--- src/rtl/cpu_pkg.sv ---
// Shared definitions for the EX-stage divider and HI/LO register pair.
package cpu_pkg;

  localparam int DIV_WIDTH = 32;

  typedef enum logic {
    IDLE = 1'b0,
    RUN  = 1'b1
  } div_state_e;

  // Iteration counter width: clog2 of the operand width, never narrower than 1 bit.
  function automatic int cnt_width(input int w);
    return (w > 1) ? $clog2(w) : 1;
  endfunction

endpackage

--- src/rtl/divu_step.sv ---
// One restoring-division iteration: shift {rem,quo} left, trial-subtract the divisor, keep or restore.
module divu_step #(
  parameter int WIDTH = 32
) (
  input  logic [WIDTH-1:0] i_rem,
  input  logic [WIDTH-1:0] i_quo,
  input  logic [WIDTH-1:0] i_divisor,
  output logic [WIDTH-1:0] o_next_rem,
  output logic [WIDTH-1:0] o_next_quo
);

  logic [WIDTH:0] w_shifted;
  logic [WIDTH:0] w_trial;

  assign w_shifted = {i_rem, i_quo[WIDTH-1]};
  assign w_trial   = w_shifted - {1'b0, i_divisor};

  // A clear MSB means the trial remainder is non-negative and the subtraction is kept.
  always_comb begin
    if (!w_trial[WIDTH]) begin
      o_next_rem = w_trial[WIDTH-1:0];
      o_next_quo = {i_quo[WIDTH-2:0], 1'b1};
    end else begin
      o_next_rem = w_shifted[WIDTH-1:0];
      o_next_quo = {i_quo[WIDTH-2:0], 1'b0};
    end
  end

endmodule

--- src/rtl/divu_hilo_unit.sv ---
// Multi-cycle unsigned divider (one quotient bit per cycle) feeding the HI/LO pair, with MFHI/MFLO reads and stall request.
module divu_hilo_unit
  import cpu_pkg::*;
#(
  parameter int WIDTH = DIV_WIDTH
) (
  input  logic             clk,
  input  logic             rst,
  input  logic             div_start,
  input  logic [WIDTH-1:0] dividend,
  input  logic [WIDTH-1:0] divisor,
  input  logic             mf_hi,
  input  logic             mf_lo,
  output logic [WIDTH-1:0] hilo_rdata,
  output logic             busy,
  output logic             done,
  output logic             stall_req
);

  localparam int CNT_W = cnt_width(WIDTH);
  localparam logic [CNT_W-1:0] LAST_CNT = CNT_W'(WIDTH - 1);

  div_state_e       r_state,   w_state_nxt;
  logic             r_busy,    w_busy_nxt;
  logic             r_done,    w_done_nxt;
  logic [CNT_W-1:0] r_cnt,     w_cnt_nxt;
  logic [WIDTH-1:0] r_rem,     w_rem_nxt;
  logic [WIDTH-1:0] r_quo,     w_quo_nxt;
  logic [WIDTH-1:0] r_divisor, w_divisor_nxt;
  logic [WIDTH-1:0] r_hi,      w_hi_nxt;
  logic [WIDTH-1:0] r_lo,      w_lo_nxt;

  logic [WIDTH-1:0] w_step_rem;
  logic [WIDTH-1:0] w_step_quo;

  divu_step #(.WIDTH(WIDTH)) u_step (
    .i_rem      (r_rem),
    .i_quo      (r_quo),
    .i_divisor  (r_divisor),
    .o_next_rem (w_step_rem),
    .o_next_quo (w_step_quo)
  );

  always_ff @(posedge clk) begin
    if (rst) begin
      r_state   <= IDLE;
      r_busy    <= 1'b0;
      r_done    <= 1'b0;
      r_cnt     <= '0;
      r_rem     <= '0;
      r_quo     <= '0;
      r_divisor <= '0;
      r_hi      <= '0;
      r_lo      <= '0;
    end else begin
      r_state   <= w_state_nxt;
      r_busy    <= w_busy_nxt;
      r_done    <= w_done_nxt;
      r_cnt     <= w_cnt_nxt;
      r_rem     <= w_rem_nxt;
      r_quo     <= w_quo_nxt;
      r_divisor <= w_divisor_nxt;
      r_hi      <= w_hi_nxt;
      r_lo      <= w_lo_nxt;
    end
  end

  // A start that arrives while RUN is simply not looked at; stall_req makes the hazard unit reissue it.
  always_comb begin
    w_state_nxt   = r_state;
    w_busy_nxt    = r_busy;
    w_done_nxt    = 1'b0;
    w_cnt_nxt     = r_cnt;
    w_rem_nxt     = r_rem;
    w_quo_nxt     = r_quo;
    w_divisor_nxt = r_divisor;
    w_hi_nxt      = r_hi;
    w_lo_nxt      = r_lo;
    case (r_state)
      IDLE: begin
        if (div_start) begin
          w_divisor_nxt = divisor;
          w_quo_nxt     = dividend;
          w_rem_nxt     = '0;
          w_cnt_nxt     = '0;
          w_busy_nxt    = 1'b1;
          w_state_nxt   = RUN;
        end
      end
      RUN: begin
        w_rem_nxt = w_step_rem;
        w_quo_nxt = w_step_quo;
        w_cnt_nxt = r_cnt + 1'b1;
        // Final step goes straight into HI/LO so the result is readable in the done cycle.
        if (r_cnt == LAST_CNT) begin
          w_hi_nxt    = w_step_rem;
          w_lo_nxt    = w_step_quo;
          w_cnt_nxt   = '0;
          w_done_nxt  = 1'b1;
          w_busy_nxt  = 1'b0;
          w_state_nxt = IDLE;
        end
      end
      default: w_state_nxt = IDLE;
    endcase
  end

  assign busy       = r_busy;
  assign done       = r_done;
  assign hilo_rdata = mf_hi ? r_hi : r_lo;
  assign stall_req  = r_busy & (div_start | mf_hi | mf_lo);

endmodule

--- config.mk ---
export PLATFORM = sky130hd
export DESIGN_NAME = divu_hilo_unit
export DESIGN_NICKNAME = d
export VERILOG_FILES = /design/src/rtl/cpu_pkg.sv /design/src/rtl/divu_step.sv /design/src/rtl/divu_hilo_unit.sv
export SDC_FILE = /design/constraint.sdc
export NUM_CORES = 1
export LEC_CHECK = 0
export ABC_AREA = 1
export CAP_MARGIN = 20
export CORE_ASPECT_RATIO = 0.7
export CORE_MARGIN = 3
export CORE_UTILIZATION = 30
export CTS_CLUSTER_SIZE = 20
export DETAILED_ROUTE_END_ITERATION = 6
export REMOVE_ABC_BUFFERS = 1
export SLEW_MARGIN = 20
export SYNTH_ARGS = -nofsm -noshare
export SYNTH_HDL_FRONTEND = slang
export SYNTH_HIERARCHICAL = 1
export SYNTH_SLANG_ARGS = --single-unit
--- constraint.sdc ---
create_clock -name clk -period 3.2 [get_ports clk]
set_input_delay 0.48 -clock clk [delete_from_list [all_inputs] [get_ports clk]]
set_output_delay 0.48 -clock clk [all_outputs]
set_load 0.02 [all_outputs]
Yosys cells after proc, flatten, opt, wreduce, memory -nomap -nowiden. Index checks and enable logic that the tools add are counted.

Add/subtract/negate cells: 2. Equality and inequality tests: 3. Muxes and demuxes: 17. Bitwise logic cells: 4. Reduce and logical (&&, ||, !) cells: 4.

Operator list (count): two-way mux 32 bit (4); case mux 32 bit (2 select lines) (2); subtractor 33 x 32 -> 33 bit (1); two-way mux 5 bit (2); case mux 5 bit (2 select lines) (1); two-way mux 1 bit (6); AND reduction 2 bit (3); adder 5 x 1 -> 5 bit, second input constant (1); equality test 5 bit, second input constant (1); case mux 1 bit (2 select lines) (2); != test 2 x 1 -> 1 bit, second input constant (1); != test 2 bit, second input constant (1); OR 1 bit (2); OR reduction 2 bit (1); AND 1 bit (1); inverter 1 bit (1).

Flip-flop bits (word level): 168. Input bits: 69. Logic and storage cells: 39.

Logic depth before layout (Yosys ltp). Gate-level depths: netlist of the first run.

Depth after elaboration: 3. Depth in mapped cells: 19. Depth with buffers taken out: 18.

By module. Netlist of the first run, hierarchy kept.

Modules (own cells, without submodules): divu_hilo_unit (instances 1, cells an instance 912, area an instance 6565.0 µm², seq. area each 3363.2 µm²); divu_step (instances 1, cells an instance 712, area an instance 3483.3 µm², seq. area each 0.0 µm²).

Worst setup path after synthesis of the first run. No wires, ideal clock.

Kind: reg-to-reg. From: register r_quo[31]. To: register r_rem[10]. Data arrival time: 2.145 ns. Data required time: 3.130 ns. Setup slack: 0.986 ns. Stages on the path, launching flop included: 20. Buffers on the path: 1. Cell sequence: dfxtp_1 inv_1 ha_1 fa_1 inv_1 nand2_1 nand2_1 nand3_1 nand2_2 nand2_2 nand2_2 nand2_4 nand2_4 nand2_2 nand2_4 buf_6 nand2_1 nand2_1 nand2_1 a21oi_1.

Longest elaborated chain between the ends: 3.

Ends and longest elaborated chain: start: declaration (RTL line divu_hilo_unit.sv:28) `logic [WIDTH-1:0] r_quo, w_quo_nxt;`; start signal: assignment (RTL line divu_hilo_unit.sv:61) `r_quo <= w_quo_nxt;`; subtractor 33 x 32 -> 33 bit (RTL line divu_step.sv:16) `assign w_trial = w_shifted - {1'b0, i_divisor};`; two-way mux 32 bit (RTL line divu_step.sv:20) `if (!w_trial[WIDTH]) begin`; net w_step_rem[10] (RTL line divu_hilo_unit.sv:33) `logic [WIDTH-1:0] w_step_rem;`; case mux 32 bit (2 select lines) (RTL line divu_hilo_unit.sv:79) `case (r_state)`; end signal: assignment (RTL line divu_hilo_unit.sv:60) `r_rem <= w_rem_nxt;`; end: declaration (RTL line divu_hilo_unit.sv:27) `logic [WIDTH-1:0] r_rem, w_rem_nxt;`.

The timed path passes the listed nets, and every way through them passes these cells. A chain may end at the register's enable or synchronous reset.

Worst setup path after layout of the first run.
From: register r_quo[31]. To: register r_rem[27].

The elaborated chain is that of the path after synthesis.

==> impl_results.md, run 1 <==
- DRC: 0
- CP required: 3.57 ns
- Die X: 225 um
- Slew Limit Fails: 0
- Unique masters post-synth: 35
- Layout cells sized above 1: 4.73%
- Storage element area: 3360 um^2
- Wirelength per Cell: 13.8 um
- Max FO, Critical Path: 34
- Clock-pin slew on the worst setup and hold paths: 0.07 ns
- Iter 0 DRT Violations: 609
- Post-Syn Area: 10000 um^2
- Leak: 0.00546 uW
- # resized after CTS: 0
- Sum Neg Setup Slack: 0 ns
- Hold-fix buffers at CTS: 0
- RD Place Congestion: 0.911
- Pin count of the biggest net entering global routing: 71
- CTS Buffer Depth: 2
- Area of the multi-input gates: 5210 um^2
- Final hold viol count: 0
- Clock Latency Late Sink: 0.45 ns
- Fmax: 366 MHz
- Min-Delay Path Class: register to register
- Reg2Reg Launch Point: r_quo[31]$_SDFFE_PP0P_
- Worst Path Buf+Inv: 2
- Worst path arrival time: 3.11 ns
- Setup bufs post-CTS: 0
- Syn-to-layout area delta: 16.6%
- Synth area leaders: dfxtp_1, nand2_1, inv_1
- Outcome: complete, no violations
- Most frequent cell on the critical path: nand2_1
- Worst r2r path cells: 18
- Post-synthesis cell count: 1624
- Synth Register Bits: 168
- Register area share after synthesis: 33.5%
- Max cap viols: 0
- Final Setup Violations: 0
- HP Start: r_hi[14]$_SDFFE_PP0P_
- FILL cells: 3640
- Number of H-tree levels: 4
- Nets: 1761
- CTS tree: built
- Area leader, netlist: dfxtp_1
- Number of flops mapped to enable cells by yosys: 0
- Hold Path End: r_hi[14]$_SDFFE_PP0P_
- Total gr overflow: 0
- PwrDens: 797 nW/um^2
- Vias in the first global route: 9098
- CTS root buffer: clkbuf_16
- Worst Setup Start Kind: register
- Tot Pwr: 9340 uW
- Commonest cells after routing, fill and taps aside: nand2_1, inv_1, dfxtp_1, nor2_1
- Slew headroom: 48.4%
- Crit-path leading delay family: simple AND/OR/NAND/NOR gates
- IO Port Bufs: 103
- Core area: 32700 um^2
- Detailed Route WL: 28900 um
- All-Layer GR Usage: 16.5%
- Initial Utilization: 30.7%
- Commonest non-fill, non-tap cell in the layout: nand2_1
- Async SR Flop Fraction: 0%
- Row count: 55
- Die height: 159 um
- Hpwl dp: 21300 um
- Total number of vias: 9429
- Number of diodes: 0
- Reg2reg setup slack: 0.47 ns
- Max VDD drop: 421 uV
- Placed Instances: 2064
- Initial antenna violation count: 0
- ANT nets after route: 0
- Full die area: 35800 um^2
- Cell count of the worst hold path: 2
- Final setup skew: 0.0164 ns
- Syn avg cell area: 6.19 um^2
- R2r endpoint: r_rem[27]$_SDFFE_PP0P_
- Worst path slowest cell: fa_1
- Final Non-Filler Cells: 2096
- Top-area cell type share of the netlist area: 33.5%
- Ports: 104
- CP max stage delay: 0.40 ns
- DRT Pass-1 Iters: 5
- CP endpoint kind: register
- Least-Margin Pin Slew: 0.774 ns
- Post-layout util: 35.9%
- CP cell instances: inv_1 -> ha_1 -> fa_1 -> inv_1 -> nand2_1 -> nand2_1 -> nand3_1 -> nand2_2 -> nand2_2 -> nand2_2 -> nand2_4 -> nand2_4 -> nand2_2 -> nand2_4 -> nand2_1 -> nand2_1 -> nand2_1 -> a21oi_1
- Yosys warnings: 6
- WHS: 0.465 ns
- Critical path class: register to register
- CTS buffer count: 17
- Fin crit share: 85.4%
- RSZ-0062 raised after global routing: no
- Vias per cell: 4.50
- # clock sinks: 168
- Top FF cell, synth: dfxtp_1
- Fin crit period: 2.73 ns
- First-pass GRT wire length: 47700 um
## worst min-delay path: stages (launching register included)
cell	delay, ns
dfxtp_1	0.31
nand2_1	0.06
a21oi_1	0.05
## flip-flops by register name, summed over array words and instances (netlist names), 5 cells and up
register   count
r_cnt          5
r_quo         32
r_rem         32
r_hi          32
r_divisor     32
r_lo          32
## how the worst max path moves through the flow
stage,startpoint,endpoint,slack (ns),depth (start not counted)
2_1_floorplan,r_state$_SDFF_PP0_,r_lo[0]$_SDFFE_PP0P_,0.35,4
3_3_place_gp,r_quo[31]$_SDFFE_PP0P_,r_hi[27]$_SDFFE_PP0P_,0.59,18
3_5_place_dp,r_quo[31]$_SDFFE_PP0P_,r_rem[27]$_SDFFE_PP0P_,0.52,18
4_1_cts,r_quo[31]$_SDFFE_PP0P_,r_rem[9]$_SDFFE_PP0P_,0.49,18
5_1_grt,r_quo[31]$_SDFFE_PP0P_,r_rem[3]$_SDFFE_PP0P_,0.15,18
6_report,r_quo[31]$_SDFFE_PP0P_,r_rem[27]$_SDFFE_PP0P_,0.47,18
## cell usage after synthesis (5+ instances only)
| cell | n |
|---|---|
| a21oi_1 | 93 |
| buf_1 | 5 |
| buf_2 | 25 |
| buf_4 | 34 |
| buf_6 | 6 |
| clkbuf_1 | 25 |
| dfxtp_1 | 168 |
| ha_1 | 35 |
| inv_1 | 228 |
| nand2_1 | 615 |
| nand2_2 | 21 |
| nand2_4 | 7 |
| nand3_1 | 98 |
| nand4_1 | 9 |
| nor2_1 | 105 |
| nor3_1 | 8 |
| o21ai_0 | 101 |
| o21bai_1 | 5 |
| xor2_1 | 14 |
## cell families (layout without fill, tap and decap cells)
kind of cell	count (synthesis)	count (layout)	synth area share (%)
and+or+nand+nor	873	873	35.6
buffers and inverters	330	375	14.7
AOI/OAI and AO/OA	202	202	10.4
DFF	168	168	33.5
adders and majority gates	36	36	4.56
xor gates and xnor gates	15	15	1.31
## metal layers
metal | GRT usage, % | routed length, um
met5 | 0 | 0
met4 | 3.93 | 327
met3 | 3.00 | 1100
met2 | 25.0 | 12000
met1 | 24.2 | 15500
## final cells by class
cell class	count	area share, %
Clock inverter	10	1.21
Multi-Input combinational cell	1126	44.5
Inverter	232	7.45
Timing Repair Buffer	111	9.65
Tap cell	427	4.56
Sequential cell	168	28.7
Clock buffer	22	3.96
## report_power, final
part / switching, uW / internal (uW) / total [uW]
registers: 164 / 2270 / 2430
logic: 3310 / 1460 / 4770
clock network: 873 / 1270 / 2150
total: 4350 / 4990 / 9340
## per-stage QoR
step           setup WS [ns]  instance area [um^2]
4_1_cts                0.490                 11700
5_1_grt                0.152                 11700
3_3_place_gp           0.594                 11100
2_1_floorplan          0.350                  9450
6_report               0.467                 11700
3_5_place_dp           0.516                 11100
Note: power is estimated with default switching activity, not from simulation.
==> inputs of run 2 (changes only) <==
- CORE_MARGIN: 3 -> default
==> run 2 against run 1 <==
- the run now ends with design-rule violations left
- clock power is essentially flat
- die area down 4.2%
- worst setup slack got worse by 0.019 ns
- sequential share of layout area hardly changed
- routed wire length is 0.25% higher
- clock skew shrank 0.0035 ns
- power rose by 0.17%
- maximum frequency is 0.69% lower
- first-iteration DRC count grew 13%
- critical endpoint unchanged
- largest cell class unchanged
==> impl_results.md, run 2 (synthesis gave the netlist of run 1 again) <==
- Outcome: finished with violations
- Failing checks: design-rule violations
- Slew Limit Fails: 0
- Die height: 155 um
- R2r endpoint: r_rem[27]$_SDFFE_PP0P_
- Detailed Route WL: 29000 um
- Placed Instances: 2069
- Total number of vias: 9427
- Initial antenna violation count: 0
- Row count: 55
- Nets: 1766
- Pin count of the biggest net entering global routing: 71
- Fin worst setup slack: 0.448 ns
- Full die area: 34200 um^2
- End point of the critical path: r_rem[27]$_SDFFE_PP0P_
- Final setup skew: 0.0129 ns
- DRC: 7
- Final Setup Violations: 0
- Total gr overflow: 0
- Ports: 104
- Number of diodes: 0
- Vias in the first global route: 8947
- # resized after CTS: 0
- Reg2reg setup slack: 0.45 ns
- Fin crit period: 2.75 ns
- Sum Neg Setup Slack: 0 ns
- CTS tree: built
- Hpwl dp: 21100 um
- Leak: 0.00548 uW
- DRT Pass-1 Iters: 7
- RD Place Congestion: 0.894
- Slew headroom: 49.9%
- Worst path arrival time: 3.13 ns
- Min-Delay Path Class: register to register
- CTS buffer count: 17
- Fmax: 363 MHz
- Storage element area: 3360 um^2
- Worst Setup Start Kind: register
- CTS Buffer Depth: 2
- RSZ-0062 raised after global routing: no
- Max FO, Critical Path: 34
- Final hold viol count: 0
- IO Port Bufs: 103
- Pre-CTS setup slack: 0.476 ns
- First-pass GRT wire length: 47000 um
- Vias per cell: 4.49
- PwrDens: 798 nW/um^2
- Number of H-tree levels: 4
- All-Layer GR Usage: 17.5%
- Fin crit share: 86.0%
- Max VDD drop: 478 uV
- CP endpoint kind: register
- ANT nets after route: 0
- Critical path class: register to register
- Commonest non-fill, non-tap cell in the layout: nand2_1
- Final Non-Filler Cells: 2101
- CTS root buffer: clkbuf_16
- Hold-fix buffers at CTS: 0
- Least-Margin Pin Slew: 0.752 ns
- CP required: 3.58 ns
- FILL cells: 3628
- # clock sinks: 168
- Commonest cells after routing, fill and taps aside: nand2_1, inv_1, dfxtp_1, nor2_1
- Crit. Startpoint: r_quo[31]$_SDFFE_PP0P_
- Initial Utilization: 30.8%
- Iter 0 DRT Violations: 691
- Wirelength per Cell: 13.8 um
- Clock Latency Late Sink: 0.46 ns
- Die X: 221 um
- Clock-pin slew on the worst setup and hold paths: 0.06 ns
- Layout cells sized above 1: 5.14%
- Reg2Reg Launch Point: r_quo[31]$_SDFFE_PP0P_
- WHS: 0.468 ns
- Worst r2r path cells: 18
- Setup bufs post-CTS: 0
- Area of the multi-input gates: 5210 um^2
- Max cap viols: 0
- Core area: 32600 um^2
- Syn-to-layout area delta: 16.7%
-- run 2: cell type report --
type / count / share of cell area (%)
Clock buffer: 18 / 3.66
Clock inverter: 14 / 1.45
Inverter: 232 / 7.45
Multi-Input combinational cell: 1126 / 44.4
Sequential cell: 168 / 28.7
Tap cell: 427 / 4.56
Timing Repair Buffer: 116 / 9.75
-- run 2: worst min path at each step --
stage / slack [ns] / start / cells past startpoint / end
after floorplan: 0.44 / r_hi[0]$_SDFFE_PP0P_ / 2 / r_hi[0]$_SDFFE_PP0P_
after global placement: 0.45 / r_hi[26]$_SDFFE_PP0P_ / 2 / r_hi[26]$_SDFFE_PP0P_
after detailed placement: 0.46 / r_hi[10]$_SDFFE_PP0P_ / 2 / r_hi[10]$_SDFFE_PP0P_
after CTS: 0.47 / r_hi[26]$_SDFFE_PP0P_ / 2 / r_hi[26]$_SDFFE_PP0P_
after global routing: 0.49 / r_hi[12]$_SDFFE_PP0P_ / 2 / r_hi[12]$_SDFFE_PP0P_
final: 0.47 / r_hi[0]$_SDFFE_PP0P_ / 2 / r_hi[0]$_SDFFE_PP0P_
-- run 2: critical path, cell delays in order, from the launching register on --
cell,delay (ns)
dfxtp_1,0.35
inv_1,0.05
ha_1,0.23
fa_1,0.42
inv_1,0.11
nand2_1,0.06
nand2_1,0.07
nand3_1,0.08
nand2_2,0.12
nand2_2,0.06
nand2_2,0.10
nand2_4,0.08
nand2_4,0.07
nand2_2,0.06
nand2_4,0.34
nand2_1,0.15
nand2_1,0.13
nand2_1,0.06
a21oi_1,0.15
-- run 2: layer usage --
metal | track usage [%] | part of all wire [%] | vias to the layer above
met3 | 3.36 | 4.0 | 20
li1 | - | - | 5035
met1 | 25.6 | 54 | 4190
met2 | 25.8 | 41 | 182
met4 | 5.02 | 1.2 | 0
met5 | 0 | 0 | -
-- run 2: stage by stage --
stage | utilization (%) | power [uW] | cell area, um^2
after floorplan | - | 5860 | 9450
final | 35.9 | 9360 | 11700
after global routing | 35.9 | 10200 | 11700
after detailed placement | 34.1 | 7230 | 11100
after CTS | 35.9 | 9430 | 11700
after global placement | 34.1 | 7200 | 11100
-- run 2: power breakdown --
part	internal, uW	switching (uW)	total, uW
Clock	1230	920	2150
Combinational	1460	3320	4780
Sequential	2260	158	2420
==> inputs of run 3 (changes only) <==
- CORE_MARGIN: default -> 5
==> run 3 against run 2 <==
- worst setup slack improved by 0.015 ns
- the flow now finishes without violations
- power decreased by 1.3%
- combinational power about the same
- largest cell class unchanged
- critical endpoint is now r_rem[21]$_SDFFE_PP0P_
- critical path depth unchanged
- first-iteration DRC count decreased by 32%
- core utilization decreased by 0.78 points
==> impl_results.md, run 3 (synthesis gave the netlist of run 1 again) <==
- Slew Limit Fails: 0
- RSZ-0062 raised after global routing: no
- Nets: 1761
- Vias per cell: 4.49
- Fin crit share: 85.6%
- Reg2reg setup slack: 0.46 ns
- Initial Utilization: 30.2%
- Final hold viol count: 0
- RD Place Congestion: 0.912
- Full die area: 37300 um^2
- CTS tree: built
- Crit. Startpoint: r_quo[31]$_SDFFE_PP0P_
- CP required: 3.57 ns
- Reg2Reg Launch Point: r_quo[31]$_SDFFE_PP0P_
- Clock Latency Late Sink: 0.45 ns
- Total number of vias: 9446
- Crit-path leading delay family: simple AND/OR/NAND/NOR gates
- Outcome: complete, no violations
- CTS buffer count: 17
- Pin count of the biggest net entering global routing: 100
- CP cell instances: inv_1 -> ha_1 -> fa_1 -> inv_1 -> nand2_1 -> nand2_1 -> nand3_1 -> nand2_2 -> nand2_2 -> nand2_2 -> nand2_4 -> nand2_4 -> nand2_2 -> nand2_4 -> nand2_1 -> nand2_1 -> nand2_1 -> a21oi_1
- ANT nets after route: 0
- Sum Neg Setup Slack: 0 ns
- Crit path depth: 18
- Fmax: 365 MHz
- CP max stage delay: 0.41 ns
- Worst Path Buf+Inv: 2
- Uppermost routed layer: met5
- Total gr overflow: 0
- Least-Margin Pin Slew: 0.763 ns
- Hold-fix buffers at CTS: 0
- Row count: 56
- Number of diodes: 0
- M1 WL: 15400 um
- Iter 0 DRT Violations: 470
- DRC: 0
- Worst path arrival time: 3.11 ns
- Initial antenna violation count: 2
- Number of H-tree levels: 4
- DRT Pass-1 Iters: 5
- Max cap viols: 0
- Tot Pwr: 9230 uW
- Detailed Route WL: 28900 um
- Max VDD drop: 539 uV
- Worst Setup Start Kind: register
- Worst path slowest cell: fa_1
- R2r endpoint: r_rem[21]$_SDFFE_PP0P_
- # clock sinks: 168
- Commonest cells after routing, fill and taps aside: nand2_1, inv_1, dfxtp_1, nor2_1
- CP endpoint kind: register
- Vias in the first global route: 9243
- Slew headroom: 49.1%
- Metal2 WL: 11900 um
- Die height: 163 um
- Ports: 104
- Commonest non-fill, non-tap cell in the layout: nand2_1
- Syn-to-layout area delta: 16.5%
- Final Setup Violations: 0
- CTS Buffer Depth: 2
- Layout cells sized above 1: 4.91%
- Die X: 229 um
- Wire length on met3: 1170 um
- Most frequent cell on the critical path: nand2_1
- Min-Delay Path Class: register to register
- Final setup skew: 0.0175 ns
- CTS root buffer: clkbuf_16
- Core area: 33300 um^2
- Wirelength per Cell: 13.7 um
- Critical path class: register to register
- First-pass GRT wire length: 47500 um
- PwrDens: 789 nW/um^2
- Setup bufs post-CTS: 0
- End point of the critical path: r_rem[21]$_SDFFE_PP0P_
- Worst r2r path cells: 18
- HP Start: r_lo[20]$_SDFFE_PP0P_
- Leak: 0.00544 uW
- All-Layer GR Usage: 15.6%
- Fin crit period: 2.74 ns
- IO Port Bufs: 103
- # resized after CTS: 0
- Hpwl dp: 21300 um
- Max FO, Critical Path: 34
- Clock-pin slew on the worst setup and hold paths: 0.06 ns
## run 3: final cells by class
type	instances	area, um^2
clock buffer	17	425
inverter	232	873
sequential	168	3360
clock inverter	15	143
multi-input combinational	1126	5210
timing repair buffer	111	1140
tap	435	544
fill	3671	21600
## run 3: how the worst min path moves through the flow
stage                            end  slack, ns  cells after the start
3_5_place_dp    r_hi[0]$_SDFFE_PP0P_       0.46                      2
2_1_floorplan   r_hi[0]$_SDFFE_PP0P_       0.44                      2
3_3_place_gp   r_lo[19]$_SDFFE_PP0P_       0.45                      2
5_1_grt        r_hi[24]$_SDFFE_PP0P_       0.49                      2
4_1_cts        r_hi[10]$_SDFFE_PP0P_       0.47                      2
6_report       r_lo[20]$_SDFFE_PP0P_       0.47                      2
## run 3: power by group
| group | switching (uW) | internal, uW | leakage (uW) |
|---|---|---|---|
| combinational | 3330 | 1460 | 0.00380 |
| clock | 927 | 1090 | 0.000274 |
| sequential | 161 | 2260 | 0.00137 |
| total | 4420 | 4810 | 0.00544 |
## run 3: worst reg2reg max path, cell delays in order (launching register included)
cell and delay, ns:
dfxtp_1 0.35, inv_1 0.06, ha_1 0.23, fa_1 0.41, inv_1 0.11, nand2_1 0.05
nand2_1 0.07, nand3_1 0.09, nand2_2 0.14, nand2_2 0.06, nand2_2 0.10, nand2_4 0.08
nand2_4 0.07, nand2_2 0.06, nand2_4 0.31, nand2_1 0.13, nand2_1 0.14, nand2_1 0.07
a21oi_1 0.16
## run 3: metrics by stage
stage / hold slack (ns) / util (%) / instances / setup slack, ns / instance area (um^2)
finish: 0.466 / 35.2 / 2104 / 0.462 / 11700
floorplan: 0.440 / - / 1526 / 0.350 / 9450
global route: 0.488 / 35.2 / 2104 / 0.188 / 11700
CTS: 0.470 / 35.2 / 2104 / 0.445 / 11700
global placement: 0.455 / 33.5 / 2072 / 0.584 / 11100
detailed placement: 0.458 / 33.5 / 2072 / 0.470 / 11100
## run 3: per-layer routing
layer / track usage, % / vias to the layer above
met1: 22.2 / 4226
met2: 23.8 / 172
met5: 0 / -
met4: 3.96 / 4
li1: - / 5014
met3: 3.84 / 30
